<file path="src/rtl/control_sequencer_pkg.sv">
// Shared definitions for the SAP-16 control sequencer: opcodes, states, strobe bundle.
package control_sequencer_pkg;

  localparam int unsigned InstrWidth  = 16;
  localparam int unsigned OpcodeWidth = 4;
  localparam int unsigned OpcodeMsb   = 15;
  localparam int unsigned OpcodeLsb   = 12;
  localparam int unsigned OperandMsb  = 11;
  localparam int unsigned OperandLsb  = 0;

  typedef logic [OpcodeWidth-1:0] opcode_t;

  localparam opcode_t OP_NOP = 4'h0;
  localparam opcode_t OP_LDA = 4'h1;
  localparam opcode_t OP_ADD = 4'h2;
  localparam opcode_t OP_SUB = 4'h3;
  localparam opcode_t OP_STA = 4'h4;
  localparam opcode_t OP_LDI = 4'h5;
  localparam opcode_t OP_JMP = 4'h6;
  localparam opcode_t OP_JC  = 4'h7;
  localparam opcode_t OP_JZ  = 4'h8;
  localparam opcode_t OP_OUT = 4'hE;
  localparam opcode_t OP_HLT = 4'hF;

  typedef enum logic [2:0] {
    StFetch0 = 3'd0,
    StFetch1 = 3'd1,
    StExec0  = 3'd2,
    StExec1  = 3'd3,
    StExec2  = 3'd4,
    StHalt   = 3'd5
  } state_e;

  typedef struct packed {
    logic pc_oe;
    logic pc_inc;
    logic pc_write;
    logic mar_write;
    logic mem_oe;
    logic mem_write;
    logic ir_write;
    logic ir_oe;
    logic a_write;
    logic a_oe;
    logic b_write;
    logic alu_oe;
    logic alu_sub;
    logic flags_write;
    logic out_write;
  } ctrl_t;

  function automatic opcode_t get_opcode(logic [InstrWidth-1:0] instr);
    return instr[OpcodeMsb:OpcodeLsb];
  endfunction

  // Number of EXEC steps an opcode occupies; undefined opcodes behave as NOP.
  function automatic logic [1:0] exec_steps(opcode_t op);
    case (op)
      OP_LDA, OP_STA: return 2'd2;
      OP_ADD, OP_SUB: return 2'd3;
      default:        return 2'd1;
    endcase
  endfunction

endpackage

</file>
<file path="src/rtl/control_sequencer_if.sv">
// Sequencer <-> datapath bundle: decode inputs in, load/enable strobes out.
interface control_sequencer_if;
  import control_sequencer_pkg::*;

  logic                  en;
  logic [InstrWidth-1:0] ir;
  logic                  carry_flag;
  logic                  zero_flag;

  logic pc_oe, pc_inc, pc_write;
  logic mar_write;
  logic mem_oe, mem_write;
  logic ir_write, ir_oe;
  logic a_write, a_oe, b_write;
  logic alu_oe, alu_sub, flags_write;
  logic out_write;
  logic halted;
  logic [2:0] state;

  modport master (
    input  en, ir, carry_flag, zero_flag,
    output pc_oe, pc_inc, pc_write, mar_write, mem_oe, mem_write, ir_write, ir_oe,
           a_write, a_oe, b_write, alu_oe, alu_sub, flags_write, out_write, halted, state
  );

  modport slave (
    output en, ir, carry_flag, zero_flag,
    input  pc_oe, pc_inc, pc_write, mar_write, mem_oe, mem_write, ir_write, ir_oe,
           a_write, a_oe, b_write, alu_oe, alu_sub, flags_write, out_write, halted, state
  );

endinterface

</file>
<file path="src/rtl/control_sequencer_decode.sv">
// Combinational strobe decode from current T-state, opcode and flags.
module control_sequencer_decode
  import control_sequencer_pkg::*;
(
  input  state_e  state_i,
  input  opcode_t opcode_i,
  input  logic    carry_i,
  input  logic    zero_i,
  output ctrl_t   ctrl_o
);

  // One bus driver per step by construction; all strobes default low.
  always_comb begin
    ctrl_o = '0;
    case (state_i)
      StFetch0: begin
        ctrl_o.pc_oe     = 1'b1;
        ctrl_o.mar_write = 1'b1;
      end
      StFetch1: begin
        ctrl_o.mem_oe   = 1'b1;
        ctrl_o.ir_write = 1'b1;
        ctrl_o.pc_inc   = 1'b1;
      end
      StExec0: begin
        case (opcode_i)
          OP_LDA, OP_ADD, OP_SUB, OP_STA: begin
            ctrl_o.ir_oe     = 1'b1;
            ctrl_o.mar_write = 1'b1;
          end
          OP_LDI: begin
            ctrl_o.ir_oe   = 1'b1;
            ctrl_o.a_write = 1'b1;
          end
          OP_JMP: begin
            ctrl_o.ir_oe    = 1'b1;
            ctrl_o.pc_write = 1'b1;
          end
          OP_JC: begin
            ctrl_o.ir_oe    = carry_i;
            ctrl_o.pc_write = carry_i;
          end
          OP_JZ: begin
            ctrl_o.ir_oe    = zero_i;
            ctrl_o.pc_write = zero_i;
          end
          OP_OUT: begin
            ctrl_o.a_oe      = 1'b1;
            ctrl_o.out_write = 1'b1;
          end
          default: ;
        endcase
      end
      StExec1: begin
        case (opcode_i)
          OP_LDA: begin
            ctrl_o.mem_oe  = 1'b1;
            ctrl_o.a_write = 1'b1;
          end
          OP_ADD, OP_SUB: begin
            ctrl_o.mem_oe  = 1'b1;
            ctrl_o.b_write = 1'b1;
          end
          OP_STA: begin
            ctrl_o.a_oe      = 1'b1;
            ctrl_o.mem_write = 1'b1;
          end
          default: ;
        endcase
      end
      StExec2: begin
        if (opcode_i == OP_ADD || opcode_i == OP_SUB) begin
          ctrl_o.alu_oe      = 1'b1;
          ctrl_o.a_write     = 1'b1;
          ctrl_o.flags_write = 1'b1;
          ctrl_o.alu_sub     = (opcode_i == OP_SUB);
        end
      end
      default: ;
    endcase
  end

endmodule

</file>
<file path="src/rtl/control_sequencer.sv">
// SAP-16 fetch/execute sequencer: T-state register, next-state logic, gated strobes.
module control_sequencer
  import control_sequencer_pkg::*;
(
  input logic                 clk,
  input logic                 rst,
  control_sequencer_if.master ctrl
);

  state_e  state_q, state_d;
  opcode_t opcode;
  ctrl_t   dec_ctrl, strobes;
  logic    unused_operand;

  assign opcode         = get_opcode(ctrl.ir);
  assign unused_operand = ^ctrl.ir[OperandMsb:OperandLsb];

  // State register; synchronous reset restarts at FETCH0.
  always_ff @(posedge clk) begin
    if (rst) state_q <= StFetch0;
    else     state_q <= state_d;
  end

  // Next state: fixed fetch pair, then opcode-dependent EXEC length; en low holds.
  always_comb begin
    state_d = state_q;
    if (ctrl.en) begin
      case (state_q)
        StFetch0: state_d = StFetch1;
        StFetch1: state_d = StExec0;
        StExec0: begin
          if (opcode == OP_HLT)                state_d = StHalt;
          else if (exec_steps(opcode) == 2'd1) state_d = StFetch0;
          else                                 state_d = StExec1;
        end
        StExec1:  state_d = (exec_steps(opcode) == 2'd2) ? StFetch0 : StExec2;
        StExec2:  state_d = StFetch0;
        StHalt:   state_d = StHalt;
        default:  state_d = StFetch0;
      endcase
    end
  end

  control_sequencer_decode u_decode (
    .state_i  (state_q),
    .opcode_i (opcode),
    .carry_i  (ctrl.carry_flag),
    .zero_i   (ctrl.zero_flag),
    .ctrl_o   (dec_ctrl)
  );

  // Strobes are suppressed while frozen or in the reset cycle so aborts leave no partial writes.
  always_comb begin
    strobes = '0;
    if (ctrl.en && !rst) strobes = dec_ctrl;
  end

  assign ctrl.pc_oe       = strobes.pc_oe;
  assign ctrl.pc_inc      = strobes.pc_inc;
  assign ctrl.pc_write    = strobes.pc_write;
  assign ctrl.mar_write   = strobes.mar_write;
  assign ctrl.mem_oe      = strobes.mem_oe;
  assign ctrl.mem_write   = strobes.mem_write;
  assign ctrl.ir_write    = strobes.ir_write;
  assign ctrl.ir_oe       = strobes.ir_oe;
  assign ctrl.a_write     = strobes.a_write;
  assign ctrl.a_oe        = strobes.a_oe;
  assign ctrl.b_write     = strobes.b_write;
  assign ctrl.alu_oe      = strobes.alu_oe;
  assign ctrl.alu_sub     = strobes.alu_sub;
  assign ctrl.flags_write = strobes.flags_write;
  assign ctrl.out_write   = strobes.out_write;
  assign ctrl.halted      = (state_q == StHalt);
  assign ctrl.state       = state_q;

endmodule

</file>
<file path="src/flat_wrapper.sv">
// flat-port wrapper written by rule: the top's interface ports become plain ports
module control_sequencer_flat import control_sequencer_pkg::*;
  (clk, rst, ctrl_en, ctrl_ir, ctrl_carry_flag, ctrl_zero_flag, ctrl_pc_oe, ctrl_pc_inc, ctrl_pc_write, ctrl_mar_write, ctrl_mem_oe, ctrl_mem_write, ctrl_ir_write, ctrl_ir_oe, ctrl_a_write, ctrl_a_oe, ctrl_b_write, ctrl_alu_oe, ctrl_alu_sub, ctrl_flags_write, ctrl_out_write, ctrl_halted, ctrl_state);
  control_sequencer_if ctrl_i ();
  input logic clk;
  input logic rst;
  input wire logic [$bits(ctrl_i.en)-1:0] ctrl_en;
  input wire logic [$bits(ctrl_i.ir)-1:0] ctrl_ir;
  input wire logic [$bits(ctrl_i.carry_flag)-1:0] ctrl_carry_flag;
  input wire logic [$bits(ctrl_i.zero_flag)-1:0] ctrl_zero_flag;
  output wire logic [$bits(ctrl_i.pc_oe)-1:0] ctrl_pc_oe;
  output wire logic [$bits(ctrl_i.pc_inc)-1:0] ctrl_pc_inc;
  output wire logic [$bits(ctrl_i.pc_write)-1:0] ctrl_pc_write;
  output wire logic [$bits(ctrl_i.mar_write)-1:0] ctrl_mar_write;
  output wire logic [$bits(ctrl_i.mem_oe)-1:0] ctrl_mem_oe;
  output wire logic [$bits(ctrl_i.mem_write)-1:0] ctrl_mem_write;
  output wire logic [$bits(ctrl_i.ir_write)-1:0] ctrl_ir_write;
  output wire logic [$bits(ctrl_i.ir_oe)-1:0] ctrl_ir_oe;
  output wire logic [$bits(ctrl_i.a_write)-1:0] ctrl_a_write;
  output wire logic [$bits(ctrl_i.a_oe)-1:0] ctrl_a_oe;
  output wire logic [$bits(ctrl_i.b_write)-1:0] ctrl_b_write;
  output wire logic [$bits(ctrl_i.alu_oe)-1:0] ctrl_alu_oe;
  output wire logic [$bits(ctrl_i.alu_sub)-1:0] ctrl_alu_sub;
  output wire logic [$bits(ctrl_i.flags_write)-1:0] ctrl_flags_write;
  output wire logic [$bits(ctrl_i.out_write)-1:0] ctrl_out_write;
  output wire logic [$bits(ctrl_i.halted)-1:0] ctrl_halted;
  output wire logic [$bits(ctrl_i.state)-1:0] ctrl_state;
  assign ctrl_i.en = ctrl_en;
  assign ctrl_i.ir = ctrl_ir;
  assign ctrl_i.carry_flag = ctrl_carry_flag;
  assign ctrl_i.zero_flag = ctrl_zero_flag;
  assign ctrl_pc_oe = ctrl_i.pc_oe;
  assign ctrl_pc_inc = ctrl_i.pc_inc;
  assign ctrl_pc_write = ctrl_i.pc_write;
  assign ctrl_mar_write = ctrl_i.mar_write;
  assign ctrl_mem_oe = ctrl_i.mem_oe;
  assign ctrl_mem_write = ctrl_i.mem_write;
  assign ctrl_ir_write = ctrl_i.ir_write;
  assign ctrl_ir_oe = ctrl_i.ir_oe;
  assign ctrl_a_write = ctrl_i.a_write;
  assign ctrl_a_oe = ctrl_i.a_oe;
  assign ctrl_b_write = ctrl_i.b_write;
  assign ctrl_alu_oe = ctrl_i.alu_oe;
  assign ctrl_alu_sub = ctrl_i.alu_sub;
  assign ctrl_flags_write = ctrl_i.flags_write;
  assign ctrl_out_write = ctrl_i.out_write;
  assign ctrl_halted = ctrl_i.halted;
  assign ctrl_state = ctrl_i.state;
  control_sequencer u_core (.clk(clk), .rst(rst), .ctrl(ctrl_i));
endmodule
</file>
<file path="config.mk">
export PLATFORM = sky130hd
export DESIGN_NAME = control_sequencer_flat
export DESIGN_NICKNAME = d
export VERILOG_FILES = /design/src/rtl/control_sequencer_pkg.sv /design/src/rtl/control_sequencer_if.sv /design/src/rtl/control_sequencer_decode.sv /design/src/rtl/control_sequencer.sv /design/src/flat_wrapper.sv
export SDC_FILE = /design/constraint.sdc
export NUM_CORES = 1
export LEC_CHECK = 0
export ABC_AREA = 1
export CAP_MARGIN = 25
export CORE_MARGIN = 2
export CORE_UTILIZATION = 31
export CTS_BUF_LIST = sky130_fd_sc_hd__clkbuf_4 sky130_fd_sc_hd__clkbuf_8
export DETAILED_ROUTE_END_ITERATION = 10
export PLACE_DENSITY = 0.81
export REMOVE_ABC_BUFFERS = 1
export SLEW_MARGIN = 20
export SYNTH_ARGS = -nofsm -noshare
export SYNTH_HDL_FRONTEND = slang
export SYNTH_SLANG_ARGS = --single-unit
</file>
<file path="constraint.sdc">
create_clock -name clk -period 1.35 [get_ports clk]
set_input_delay 0.27 -clock clk [delete_from_list [all_inputs] [get_ports clk]]
set_output_delay 0.27 -clock clk [all_outputs]
set_load 0.02 [all_outputs]
</file>
* Word-level counts from Yosys, hierarchy flattened *
Index checks and enable logic that the tools add are counted.

operators by class
  div/mod/pow operators = 0
  bitwise operators = 0
  add/subtract/negate cells = 0
  $lt $le $gt $ge = 0
  equal/unequal tests = 17
  reduce and logical (&&, ||, !) cells = 9
  multiplexer cells = 34
  shift-type cells = 0
  $mul = 0

operators with widths
  cell                                                                    number
  4-bit by 3-bit equality test with 1-bit output (second input constant)  4
  1-bit 2-to-1 mux                                                        15
  15-bit 2-to-1 mux                                                       1
  3-bit one-hot mux with 5 select lines                                   1
  4-bit equality test (second input constant)                             3
  2-bit 2-to-1 mux                                                        6
  3-bit 2-to-1 mux                                                        4
  1-bit one-hot mux with 3 select lines                                   3
  4-bit by 2-bit equality test with 1-bit output (second input constant)  2
  3-bit by 2-bit equality test with 1-bit output (second input constant)  2
  3-bit equality test (second input constant)                             2
  1-bit one-hot mux with 2 select lines                                   3
  6-bit OR reduction                                                      1
  4-bit by 1-bit equality test with 1-bit output (second input constant)  1
  2-bit one-hot mux with 2 select lines                                   1
  2-bit OR reduction                                                      2
  4-bit OR reduction                                                      1
  3-bit by 1-bit equality test with 1-bit output (second input constant)  1
  3-bit logical NOT                                                       1
  3-bit OR reduction                                                      1
  2-bit by 1-bit equality test with 1-bit output (second input constant)  1
  2-bit equality test (second input constant)                             1
  1-bit logical AND                                                       1
  1-bit logical NOT                                                       1
  1-bit logical OR                                                        1

word-level totals
  memories kept = 0
  register bits = 3
  bits in latches = 0
  logic and storage cells = 61
  bits in writable memories = 0
  ROM bits = 0
  output and inout bits = 19
  bits of input ports = 21

* Depth between registers and ports, before layout *
  word-level depth = 10
  depth in mapped cells = 8
  mapped depth without buffers = 8

* Hierarchy *
From an unflattened synthesis, not the netlist that was laid out.

unflattened totals
  cells, all modules = 127
  area, all modules = 588.1 µm²

modules (own cells, without submodules)
  module                    area an instance (µm²)  cells each  instances  seq. area each (µm²)
  control_sequencer         349.1                   73          1          60.1
  control_sequencer_decode  239.0                   54          1          0.0

* Worst setup path before layout *
Ideal clock, no wire load.

  path type = reg-to-output
  start = register u_core.state_q[0] (netlist: u_core.ctrl.state[0])
  end = output port ctrl_b_write
  required time = 1.080 ns
  buffers on the path = 0
  setup slack = -0.429 ns
  arrival time = 1.509 ns
  stages on the path, launching flop included = 5
  cells stage by stage = dfxtp_1 > nand2_1 > nor2_1 > nand2_1 > nor4_1

on the way
  word-level cells in the longest chain between the ends = 3

ends and longest elaborated chain
  item                                            line                            source
  start: declaration                              control_sequencer.sv:10         state_e state_q, state_d;
  start signal: assignment                        control_sequencer.sv:20         if (rst) state_q <= StFetch0;
  start signal: assignment                        control_sequencer.sv:21         else state_q <= state_d;
  3-bit by 2-bit equality test with 1-bit output  -
  1-bit 2-to-1 mux                                control_sequencer_decode.sv:15  case (state_i)
  15-bit 2-to-1 mux                               control_sequencer.sv:55         if (ctrl.en && !rst) strobes = dec_ctrl;
  end: declaration                                flat_wrapper.sv:21              output wire logic [$bits(ctrl_i.b_write)-1:0] ctrl_b_write;

No other way between the ends.

* Final worst setup path *
  start = register u_core.state_q[1] (netlist: u_core.ctrl.state[1])
  end = output port ctrl_a_write

on the way
  word-level cells in the longest chain between the ends = 3
  elaborated cells on any way between the ends = 5
  classes of those cells = eq/ne: 3; mux: 2

ends and longest elaborated chain
  item                                               line                            source
  3-bit equality test, or another cell as far along  control_sequencer_decode.sv:15
  1-bit one-hot mux with 3 select lines *            control_sequencer_decode.sv:15
  15-bit 2-to-1 mux *                                control_sequencer.sv:55
  end: declaration                                   flat_wrapper.sv:19              output wire logic [$bits(ctrl_i.a_write)-1:0] ctrl_a_write;

Every way passes the cells marked *; elsewhere a longest branch is shown, timed or not.

==> Implementation_results.wiki <==
{| class="wikitable"
! Metric !! Value
|-
| Clock latency on the worst-skew pair || 0.24 ns
|-
| Syn Inst Count || 82
|-
| Number of placed instances, taps included || 147
|-
| Leading cell type by number of instances after synthesis || nand2_1
|-
| Core region area || 0.00130 mm2
|-
| Clk buf depth || 2
|-
| Syn Std Cell Area || 434 um2
|-
| Critical path startpoint category || register
|-
| Share of Yosys cell area claimed by the top area cell type || 0.173
|-
| Final Cell Area || 0.00113 mm2
|-
| Drt drc || 0
|-
| Instance area after placement || 896 um2
|-
| Area of the multi-input gates || 468 um2
|-
| CTS tree || done
|-
| Hold Fails Final Rpt || 0
|-
| Quantity of I/O buffers inserted on ports || 27
|-
| Max-capacitance violation count || 0
|-
| Post-layout minimum cycle time || 1.63 ns
|-
| Sinks on Clock Net || 3
|-
| CP Max Fanout || 5
|-
| Critical path's slowest cell || dfxtp_4
|-
| Antenna Cells || 0
|-
| Remaining global-route overflow || 0
|-
| Most frequent cell on the critical path || nand3_1
|-
| Leading post-synthesis cells by instance count || 20 x nand2_1, 14 x nor2_1, 9 x nand3_1
|-
| Cell-by-cell listing of the critical path || nor3_2 > nand3_1 > nand3_1 > nand2_1 > inv_1 > buf_6
|-
| Setup slack of the critical path after layout || -0.277 ns
|-
| Die H || 41.4 um
|-
| Vias in the first global route || 884
|-
| Arrival time at the worst endpoint || 1.36 ns
|-
| Per-cell via count in the routed design || 5.59
|-
| Required arrival time at the worst endpoint || 1.08 ns
|-
| Clock transition at the register clock pins on the worst setup and hold paths after CTS || 0.04 ns
|-
| EDFF count, synth || 0
|-
| Root buf cell || clkbuf_4
|-
| Area added between synthesis and finish || 161%
|-
| Leakage power || 0.555 nW
|-
| Share of the clock period used by the worst path || 1.21
|-
| Worst slack after detailed placement || -0.965 ns
|-
| ANT nets after route || 0
|-
| FILL cells || 76
|-
| Relative contribution of sequential cells to total power || 0.180
|-
| Kind of path behind the tightest hold check || in2reg
|-
| Quantity of hold-fixing buffers added after cts || 0
|-
| Count of final setup violators || 16
|-
| Initial Utilization || 0.334
|-
| Total power consumption of the routed design || 566 uW
|-
| RSZ-0062 raised after global routing || true
|-
| Seq cells post-synth || 3
|-
| Async S/R FF share, synth || 0
|-
| Max FFs per register || 3
|-
| Worst-case clock skew || 0.00849 ns
|-
| Worst Setup End Kind || output pin
|-
| Routability Congestion || 0.844
|-
| CP max stage delay || 0.36 ns
|-
| GRT Total Usage || 0.303
|-
| Hold path start || rst
|-
| Share of the yosys chip area belonging to registers || 0.138
|-
| Pin count of the biggest net entering global routing || 6
|-
| Number of detailed-routing iterations run before antenna repair || 4
|-
| Placement row count || 13
|-
| Register cell area after layout || 66.3 um2
|-
| Average cell area after synthesis || 5.29 um2
|-
| Worst voltage drop across the vdd grid || 0.405 mV
|-
| Max Clk Rate || 615 MHz
|-
| Power density over the cells || 499 mW/mm2
|-
| First-pass GRT wire length || 3980 um
|-
| Tightest slew margin relative to the limit || 0.861
|-
| Dpl hpwl || 1480 um
|-
| Slew at the pin with the worst max-slew slack || 0.208 ns
|-
| Number of DRC violations after detailed-routing iteration 0 || 48
|-
| Finished Core Util || 0.872
|-
| Total count of max-transition violations in the final report || 0
|-
| Detail-routed net length per standard cell || 17.0 um
|-
| Largest delay contributor family on the critical path || simple AND/OR/NAND/NOR gates
|-
| Result of the run || finished with violations
|-
| Reg2Reg Launch Point || u_core.ctrl.state[2]$_SDFFE_PP0P_
|-
| Largest area contributor in the netlist || nand2_1
|-
| Initial antenna violation count || 0
|-
| Final standard cell count with taps included and fillers excluded || 161
|-
| Violated checks || setup timing
|-
| Power dissipated by switching net loads || 213 uW
|-
| Post-synth cell types || 18
|-
| Fraction of power spent switching nets || 0.375
|-
| Number of I/O pins || 40
|-
| Total buffers and inverters traversed by the critical path || 2
|-
| Top cells by area, synth || nand2_1 17%, dfxtp_1 14%, nor2_1 12%, nand3_1 10%, a21oi_1 8.1%
|-
| Share of final-layout standard cells stronger than drive strength 1 || 0.699
|-
| Launching element of the worst setup path || u_core.ctrl.state[1]$_SDFFE_PP0P_
|-
| Int Pwr || 354 uW
|-
| Die area || 0.00172 mm2
|-
| WL final || 2740 um
|-
| Most used DFF post-synth || dfxtp_1
|-
| Fin nets || 168
|-
| Via total after detailed routing || 900
|-
| Ys Warns || 0
|-
| Die width || 41.4 um
|-
| H-tree level count || 1
|-
| Clock group share of total power || 0.328
|-
| Number of buffers created by CTS || 3
|-
| Gate power share || 0.491
|-
| Worst setup path class || reg2out
|}
## worst paths after layout
kind,to,slack [ns],cells after the start
worst max-delay path,ctrl_a_write,-0.28,6
worst min-delay path,u_core.ctrl.state[1]$_SDFFE_PP0P_,0.33,3
worst max register to register,u_core.ctrl.state[2]$_SDFFE_PP0P_,0.07,9
worst min register to register,u_core.ctrl.state[2]$_SDFFE_PP0P_,0.65,3
## cells by family after synthesis
group	share of synthesized area
buffers and inverters	0.121
AO/OA/AOI/OAI	0.135
AND/OR/NAND/NOR	0.605
flip-flops	0.138
## layout by cell type, fill, tap and decap left out, drive strengths merged
cell type,netlist,routed
nand3,9,9
o21ai,2,2
o22ai,1,1
inv,10,10
nor2,18,18
nand4,4,4
a21oi,7,7
nor3,1,1
a211oi,1,1
dlygate4sd2,0,2
dfxtp,3,3
clkbuf,0,7
nand2,23,23
nor4,1,1
buf,2,57
## stage by stage
stage	hold slack (ns)	TNS (ns)
finish	0.331	-2.62
global route	0.331	-3.63
CTS	0.397	-2.15
detailed placement	0.631	-14.79
global placement	0.597	-13.83
floorplan	0.339	-2.13
## layout make-up
type / count / area share
Inverter: 10 / 0.0397
Multi-Input combinational cell: 67 / 0.412
Sequential cell: 3 / 0.0584
Timing Repair Buffer: 62 / 0.447
Clock buffer: 4 / 0.0265
Tap cell: 15 / 0.0165
## power groups by stage
stage	sequential [mW]	clock, mW	combinational [mW]
finish	0.102	0.186	0.278
detailed placement	0.100	0	0.203
global placement	0.0998	0	0.198
global route	0.102	0.206	0.293
floorplan	0.107	0	0.0723
CTS	0.101	0.191	0.232
## routing by layer
| layer | global-route usage | routed length, um |
|---|---|---|
| met1 | 0.325 | 975 |
| met2 | 0.516 | 1400 |
| met3 | 0.0609 | 191 |
| met4 | 0.226 | 170 |
| met5 | 0 | 0 |
## worst register-to-register path, delay by kind of cell, from the launching register on
kind                   cells  cell delay [ns]
AND/OR/NAND/NOR            5             0.42
buffers and inverters      3             0.30
flip-flops                 1             0.33
AO/OA/AOI/OAI              1             0.14
## timing repair
action | CTS | global route
setup buffers | 5 | 5
resized for setup | 154 | 22
pin swaps | 15 | 8
setup endpoints to repair | 22 | 18
(Power assumes the default switching activity.)
